File: src/rtl/axi_rd_arbiter_if.sv
// axi_rd_arbiter_if: one AXI read channel pair (AR request plus R response) between a master and a slave.
interface axi_rd_arbiter_if #(
  parameter int ADDR_WIDTH      = 16,
  parameter int ID_WIDTH        = 8,
  parameter int BURST_LEN_WIDTH = 8,
  parameter int DATA_WIDTH      = 8
);
  logic                       ar_valid;
  logic                       ar_ready;
  logic [ADDR_WIDTH-1:0]      ar_addr;
  logic [BURST_LEN_WIDTH-1:0] ar_len;
  logic [ID_WIDTH-1:0]        ar_id;
  logic                       r_valid;
  logic                       r_ready;
  logic [ID_WIDTH-1:0]        r_id;
  logic [DATA_WIDTH-1:0]      r_data;
  logic                       r_last;
  modport master (
    output ar_valid, ar_addr, ar_len, ar_id, r_ready,
    input  ar_ready, r_valid, r_id, r_data, r_last
  );
  modport slave (
    input  ar_valid, ar_addr, ar_len, ar_id, r_ready,
    output ar_ready, r_valid, r_id, r_data, r_last
  );
endinterface

File: src/rtl/axi_rd_arbiter.sv
// axi_rd_arbiter: round-robin arbitration of two AXI read masters onto one port through a
// one-entry AR slot, with source-tagged IDs, R routing by tag and per-source outstanding limits.
module axi_rd_arbiter #(
  parameter int ADDR_WIDTH      = 16,
  parameter int ID_WIDTH        = 8,
  parameter int BURST_LEN_WIDTH = 8,
  parameter int DATA_WIDTH      = 8,
  parameter int OUTST_WIDTH     = 3
) (
  input  logic              clk,
  input  logic              rst,
  axi_rd_arbiter_if.slave   s0,
  axi_rd_arbiter_if.slave   s1,
  axi_rd_arbiter_if.master  m,
  output logic              err_unexpected_r
);
  typedef enum logic {EMPTY, FULL} state_e;
  typedef logic [OUTST_WIDTH-1:0] cnt_t;
  state_e                     state_q, state_d;
  logic                       ptr_q, ptr_d;
  cnt_t                       cnt0_q, cnt0_d, cnt1_q, cnt1_d;
  logic [ADDR_WIDTH-1:0]      addr_q, addr_d;
  logic [BURST_LEN_WIDTH-1:0] len_q, len_d;
  logic [ID_WIDTH:0]          id_q, id_d;
  logic                       err_q, err_d;
  logic                       elig0, elig1, gnt0, gnt1, hs0, hs1;
  logic                       src, r_last_hs, dec0, dec1;
  logic [DATA_WIDTH-1:0]      r_data;
  function automatic cnt_t cnt_next(input cnt_t c, input logic inc, input logic dec);
    return (inc == dec) ? c : inc ? c + 1'b1 : c - 1'b1;
  endfunction
  always_comb begin
    elig0 = s0.ar_valid && (cnt0_q != '1);
    elig1 = s1.ar_valid && (cnt1_q != '1);
    gnt0  = elig0 && (!elig1 || !ptr_q);
    gnt1  = elig1 && (!elig0 || ptr_q);
    hs0   = (state_q == EMPTY) && gnt0;
    hs1   = (state_q == EMPTY) && gnt1;
    src   = m.r_id[ID_WIDTH];
    r_last_hs = m.r_valid && m.r_ready && m.r_last;
    // A last beat for a source with nothing outstanding is flagged, never decremented
    dec0  = r_last_hs && !src && (cnt0_q != '0);
    dec1  = r_last_hs && src && (cnt1_q != '0);
    state_d = (state_q == EMPTY) ? ((hs0 || hs1) ? FULL : EMPTY) : (m.ar_ready ? EMPTY : FULL);
    ptr_d   = hs0 ? 1'b1 : hs1 ? 1'b0 : ptr_q;
    addr_d  = hs0 ? s0.ar_addr : hs1 ? s1.ar_addr : addr_q;
    len_d   = hs0 ? s0.ar_len : hs1 ? s1.ar_len : len_q;
    id_d    = hs0 ? {1'b0, s0.ar_id} : hs1 ? {1'b1, s1.ar_id} : id_q;
    cnt0_d  = cnt_next(cnt0_q, hs0, dec0);
    cnt1_d  = cnt_next(cnt1_q, hs1, dec1);
    err_d   = err_q || (m.r_valid && (src ? (cnt1_q == '0) : (cnt0_q == '0)));
  end
  always_ff @(posedge clk or posedge rst) begin
    if (rst) begin
      state_q <= EMPTY;
      ptr_q   <= 1'b0;
      addr_q  <= '0;
      len_q   <= '0;
      id_q    <= '0;
      cnt0_q  <= '0;
      cnt1_q  <= '0;
      err_q   <= 1'b0;
    end else begin
      state_q <= state_d;
      ptr_q   <= ptr_d;
      addr_q  <= addr_d;
      len_q   <= len_d;
      id_q    <= id_d;
      cnt0_q  <= cnt0_d;
      cnt1_q  <= cnt1_d;
      err_q   <= err_d;
    end
  end
  assign s0.ar_ready = hs0;
  assign s1.ar_ready = hs1;
  assign m.ar_valid  = (state_q == FULL);
  assign m.ar_addr   = addr_q;
  assign m.ar_len    = len_q;
  assign m.ar_id     = id_q;
  assign err_unexpected_r = err_q;
  assign r_data      = m.r_data;
  assign m.r_ready   = src ? s1.r_ready : s0.r_ready;
  assign s0.r_valid  = m.r_valid && !src;
  assign s1.r_valid  = m.r_valid && src;
  assign s0.r_id     = m.r_id[ID_WIDTH-1:0];
  assign s1.r_id     = m.r_id[ID_WIDTH-1:0];
  assign s0.r_data   = r_data;
  assign s1.r_data   = r_data;
  assign s0.r_last   = m.r_last;
  assign s1.r_last   = m.r_last;
endmodule

File: src/flat_wrapper.sv
// flat-port wrapper written by rule: the top's interface ports become plain ports
module axi_rd_arbiter_flat 
#(
  parameter int ADDR_WIDTH      = 16,
  parameter int ID_WIDTH        = 8,
  parameter int BURST_LEN_WIDTH = 8,
  parameter int DATA_WIDTH      = 8,
  parameter int OUTST_WIDTH     = 3
)
  (clk, rst, err_unexpected_r, s0_ar_valid, s0_ar_addr, s0_ar_len, s0_ar_id, s0_r_ready, s0_ar_ready, s0_r_valid, s0_r_id, s0_r_data, s0_r_last, s1_ar_valid, s1_ar_addr, s1_ar_len, s1_ar_id, s1_r_ready, s1_ar_ready, s1_r_valid, s1_r_id, s1_r_data, s1_r_last, m_ar_valid, m_ar_addr, m_ar_len, m_ar_id, m_r_ready, m_ar_ready, m_r_valid, m_r_id, m_r_data, m_r_last);
  axi_rd_arbiter_if #(.ADDR_WIDTH(ADDR_WIDTH), .ID_WIDTH(ID_WIDTH), .BURST_LEN_WIDTH(BURST_LEN_WIDTH), .DATA_WIDTH(DATA_WIDTH)) s0_i ();
  axi_rd_arbiter_if #(.ADDR_WIDTH(ADDR_WIDTH), .ID_WIDTH(ID_WIDTH), .BURST_LEN_WIDTH(BURST_LEN_WIDTH), .DATA_WIDTH(DATA_WIDTH)) s1_i ();
  axi_rd_arbiter_if #(.ADDR_WIDTH(ADDR_WIDTH), .ID_WIDTH(ID_WIDTH), .BURST_LEN_WIDTH(BURST_LEN_WIDTH), .DATA_WIDTH(DATA_WIDTH)) m_i ();
  input  logic clk;
  input  logic rst;
  output logic err_unexpected_r;
  input wire logic [$bits(s0_i.ar_valid)-1:0] s0_ar_valid;
  input wire logic [$bits(s0_i.ar_addr)-1:0] s0_ar_addr;
  input wire logic [$bits(s0_i.ar_len)-1:0] s0_ar_len;
  input wire logic [$bits(s0_i.ar_id)-1:0] s0_ar_id;
  input wire logic [$bits(s0_i.r_ready)-1:0] s0_r_ready;
  output wire logic [$bits(s0_i.ar_ready)-1:0] s0_ar_ready;
  output wire logic [$bits(s0_i.r_valid)-1:0] s0_r_valid;
  output wire logic [$bits(s0_i.r_id)-1:0] s0_r_id;
  output wire logic [$bits(s0_i.r_data)-1:0] s0_r_data;
  output wire logic [$bits(s0_i.r_last)-1:0] s0_r_last;
  input wire logic [$bits(s1_i.ar_valid)-1:0] s1_ar_valid;
  input wire logic [$bits(s1_i.ar_addr)-1:0] s1_ar_addr;
  input wire logic [$bits(s1_i.ar_len)-1:0] s1_ar_len;
  input wire logic [$bits(s1_i.ar_id)-1:0] s1_ar_id;
  input wire logic [$bits(s1_i.r_ready)-1:0] s1_r_ready;
  output wire logic [$bits(s1_i.ar_ready)-1:0] s1_ar_ready;
  output wire logic [$bits(s1_i.r_valid)-1:0] s1_r_valid;
  output wire logic [$bits(s1_i.r_id)-1:0] s1_r_id;
  output wire logic [$bits(s1_i.r_data)-1:0] s1_r_data;
  output wire logic [$bits(s1_i.r_last)-1:0] s1_r_last;
  output wire logic [$bits(m_i.ar_valid)-1:0] m_ar_valid;
  output wire logic [$bits(m_i.ar_addr)-1:0] m_ar_addr;
  output wire logic [$bits(m_i.ar_len)-1:0] m_ar_len;
  output wire logic [$bits(m_i.ar_id)-1:0] m_ar_id;
  output wire logic [$bits(m_i.r_ready)-1:0] m_r_ready;
  input wire logic [$bits(m_i.ar_ready)-1:0] m_ar_ready;
  input wire logic [$bits(m_i.r_valid)-1:0] m_r_valid;
  input wire logic [$bits(m_i.r_id)-1:0] m_r_id;
  input wire logic [$bits(m_i.r_data)-1:0] m_r_data;
  input wire logic [$bits(m_i.r_last)-1:0] m_r_last;
  assign s0_i.ar_valid = s0_ar_valid;
  assign s0_i.ar_addr = s0_ar_addr;
  assign s0_i.ar_len = s0_ar_len;
  assign s0_i.ar_id = s0_ar_id;
  assign s0_i.r_ready = s0_r_ready;
  assign s0_ar_ready = s0_i.ar_ready;
  assign s0_r_valid = s0_i.r_valid;
  assign s0_r_id = s0_i.r_id;
  assign s0_r_data = s0_i.r_data;
  assign s0_r_last = s0_i.r_last;
  assign s1_i.ar_valid = s1_ar_valid;
  assign s1_i.ar_addr = s1_ar_addr;
  assign s1_i.ar_len = s1_ar_len;
  assign s1_i.ar_id = s1_ar_id;
  assign s1_i.r_ready = s1_r_ready;
  assign s1_ar_ready = s1_i.ar_ready;
  assign s1_r_valid = s1_i.r_valid;
  assign s1_r_id = s1_i.r_id;
  assign s1_r_data = s1_i.r_data;
  assign s1_r_last = s1_i.r_last;
  assign m_ar_valid = m_i.ar_valid;
  assign m_ar_addr = m_i.ar_addr;
  assign m_ar_len = m_i.ar_len;
  assign m_ar_id = m_i.ar_id;
  assign m_r_ready = m_i.r_ready;
  assign m_i.ar_ready = m_ar_ready;
  assign m_i.r_valid = m_r_valid;
  assign m_i.r_id = m_r_id;
  assign m_i.r_data = m_r_data;
  assign m_i.r_last = m_r_last;
  axi_rd_arbiter #(.ADDR_WIDTH(ADDR_WIDTH), .ID_WIDTH(ID_WIDTH), .BURST_LEN_WIDTH(BURST_LEN_WIDTH), .DATA_WIDTH(DATA_WIDTH), .OUTST_WIDTH(OUTST_WIDTH)) u_core (.clk(clk), .rst(rst), .s0(s0_i), .s1(s1_i), .m(m_i), .err_unexpected_r(err_unexpected_r));
endmodule
File: config.mk
export PLATFORM = sky130hd
export DESIGN_NAME = axi_rd_arbiter_flat
export DESIGN_NICKNAME = d
export VERILOG_FILES = /design/src/rtl/axi_rd_arbiter_if.sv /design/src/rtl/axi_rd_arbiter.sv /design/src/flat_wrapper.sv
export SDC_FILE = /design/constraint.sdc
export NUM_CORES = 1
export LEC_CHECK = 0
export CAP_MARGIN = 20
export CORE_MARGIN = 1.5
export CORE_UTILIZATION = 42
export DETAILED_ROUTE_END_ITERATION = 10
export GPL_ROUTABILITY_DRIVEN = 0
export PLACE_DENSITY = 0.87
export SETUP_SLACK_MARGIN = 0.15
export SYNTH_ARGS = -nofsm -noshare
export SYNTH_HDL_FRONTEND = slang
export SYNTH_SLANG_ARGS = --single-unit
File: constraint.sdc
create_clock -name clk -period 3.1 [get_ports clk]
set_clock_uncertainty 0.1 [all_clocks]
set_input_delay 0.31 -clock clk [delete_from_list [all_inputs] [get_ports clk]]
set_output_delay 0.31 -clock clk [all_outputs]
set_load 0.02 [all_outputs]
==> impl_metrics.toml <==
[power_and_ir_drop]
peakVddDrop_mv = 0.487
power_mw = 3.38
p_leak_nw = 1.62
power_density_nw_per_um2 = 893

[global_route]
grt_pass1_wl_mm = 11.7
grt_max_degree = 42
grt_pass1_vias = 2374
overflow = 0
grtUsageTotal_pct = 19.8
antenna_found_initial = 0

[placement]
dp_slack_ns = 0.558
dp_hpwl_mm = 5.07
numPortBuffers = 105

[floorplan]
core_area_um2 = 6490
io_pins = 162
die_x_um = 85.7
start_util_pct = 44.3
die_y_um = 85.7
num_rows = 29
dieArea_um2 = 7350

[synth]
ys_warn_count = 0
ys_types = 26
syn_area_um2 = 2880
synth_cells = 302
yosysSeqAreaShare_pct = 35.7
synth.avg_cell_area_um2 = 9.52
synth_seq_cells = 41

[setup_path]
crit_fanout = 34
worstPathRequired_ns = 2.69
critical_path_class = "reg -> out"
cp-start-kind = "register"
end_kind = "output pin"
arrival_ns = 2.33

[drt]
dr.pass1.iters = 5
wire_per_inst_um = 17.2
first_iter_violations = 127
via_per_inst = 5.81
antenna_left = 0
vias = 2522
drc = 0
wirelength_mm = 7.46

[timing]
worst_slack_ns = 0.364
fmax_ghz = 0.366
rsz0062_at_grt = "no"
post-route-period-util_pct = 88.2
min_period_ns = 2.74
maxSlewHeadroom_pct = 42.0
setup_viol = 0
tightest_slew_ns = 0.869
hold_violations = 0
fin_tns_setup_ns = 0
report.final.slew_viol_count = 0

[finish]
layout_common_cells = "105 x clkdlybuf4s50_1, 40 x dfrtp_1, 36 x inv_1"
nets = 451
drive_gt1_share_pct = 13.7
syn_to_final_growth_pct = 31.9
final_common_cell = "clkdlybuf4s50_1"
n_antenna_cell = 0

[clock_tree]
cts.htree.levels = 2
clockRootBuffer = "clkbuf_8"
cts_tree = "yes"
hold_buffers = 0
clk_latency_ns = 0.28
numClockSinks = 41
cts.path.max_buffers = 2
clk_pin_slew_ns = 0.07
postCtsSetupRepairBufs = 0
cts_resized = 0
cts_made_buffers = 5

[min_path]
hp-class = "reg -> reg"

[run]
cap_violations = 0

[outcome]
status = "finished clean"
-- state kept, by name, summed over array words and instances (netlist names) --
| signal | count |
|---|---|
| u_core.m.ar_addr | 16 |
| u_core.id_q | 8 |
| u_core.m.ar_len | 8 |
| u_core.cnt0_q | 3 |
| u_core.err_unexpected_r | 1 |
| u_core.cnt1_q | 3 |
| u_core.ptr_q | 1 |
| u_core.m.ar_valid | 1 |
-- worst paths after layout --
check | start | to | slack [ns] | depth (start not counted)
max reg2reg | u_core.cnt0_q[0]$_DFFE_PP0N_ | u_core.m.ar_addr[15]$_DFFE_PP0P_ | 0.55 | 7
max | u_core.cnt0_q[1]$_DFFE_PP0N_ | s1_ar_ready | 0.36 | 6
min in group asynchronous | rst | u_core.id_q[4]$_DFFE_PP0P_ | 0.43 | 2
min reg2reg | u_core.cnt1_q[0]$_DFFE_PP0P_ | u_core.cnt1_q[0]$_DFFE_PP0P_ | 0.39 | 1
min | u_core.cnt1_q[0]$_DFFE_PP0P_ | u_core.cnt1_q[0]$_DFFE_PP0P_ | 0.39 | 1
max in group asynchronous | rst | u_core.m.ar_valid$_DFF_PP0_ | 1.87 | 2
-- per-stage QoR --
step                      cells  hold slack (ns)  cell area (um^2)  util, %
after detailed placement    427            0.374              3700     57.0
after global routing        434            0.407              3790     58.4
after floorplan             303            0.306              2880        -
after global placement      427            0.361              3700     57.0
after CTS                   434            0.388              3790     58.4
final                       434            0.386              3790     58.4
-- cell usage after synthesis --
| cell | n | area share, % |
|---|---|---|
| mux2_2 | 2 | 0.78 |
| and3b_1 | 1 | 0.30 |
| a22oi_1 | 32 | 8.4 |
| and4bb_2 | 21 | 9.1 |
| clkbuf_1 | 24 | 3.1 |
| mux2_4 | 2 | 1.0 |
| o21ai_0 | 34 | 5.9 |
| xnor2_1 | 1 | 0.30 |
| dfrtp_1 | 41 | 36 |
| inv_1 | 37 | 4.8 |
| ha_1 | 5 | 2.2 |
| nand2b_1 | 2 | 0.44 |
| or3b_4 | 1 | 0.39 |
| xor2_1 | 1 | 0.30 |
| conb_1 | 1 | 0.13 |
| buf_4 | 37 | 9.7 |
| nor3b_1 | 1 | 0.26 |
| nand3b_2 | 1 | 0.39 |
| nand2b_4 | 1 | 0.48 |
| a21o_1 | 1 | 0.26 |
| nand2_1 | 2 | 0.26 |
| nor3_2 | 1 | 0.35 |
| a221oi_1 | 32 | 9.7 |
| buf_2 | 9 | 1.6 |
| o21bai_1 | 1 | 0.26 |
| nor4bb_1 | 11 | 3.8 |
-- critical path, stage by stage (launching register included) --
cell	delay, ns
dfrtp_1	0.37
ha_1	0.15
ha_1	0.17
buf_4	0.31
nor3b_1	0.10
nor3_2	0.27
clkdlybuf4s50_1	0.67
-- where the power goes --
part	switching (mW)	leakage, nW	internal (mW)	total [mW]
sequential	0.154	0.457	0.805	0.959
combinational	1.08	1.12	0.991	2.07
clock	0.181	0.0443	0.177	0.358
total	1.41	1.62	1.97	3.38
-- logic make-up after synthesis --
logic type	Yosys count	synth area share [%]
adder cells (fa/ha/maj)	5	2.18
other	1	0.130
AO/OA/AOI/OAI	100	24.5
XOR/XNOR	2	0.609
buffers and inverters	107	19.2
AND/OR/NAND/NOR	42	15.8
flip-flops	41	35.7
multiplexers	4	1.83
-- routing by layer --
metal  GRT usage, %  vias to the layer above  part of all wire, %
li1               -                     1181                    -
met1           26.4                     1217                   44
met2           32.6                      110                   49
met3           4.33                       14                  6.1
met4           5.43                        0                  1.1
met5              0                        -                    0
-- final cells by class --
| cell class | instances | area, um^2 |
|---|---|---|
| repair buffers | 117 | 1140 |
| clock buffers | 7 | 86.3 |
| well taps | 77 | 96.3 |
| flip-flops and latches | 41 | 1030 |
| inverters | 37 | 139 |
| fillers | 559 | 2700 |
| multi-input cells | 155 | 1300 |
Power figures use the tool's default switching activity.
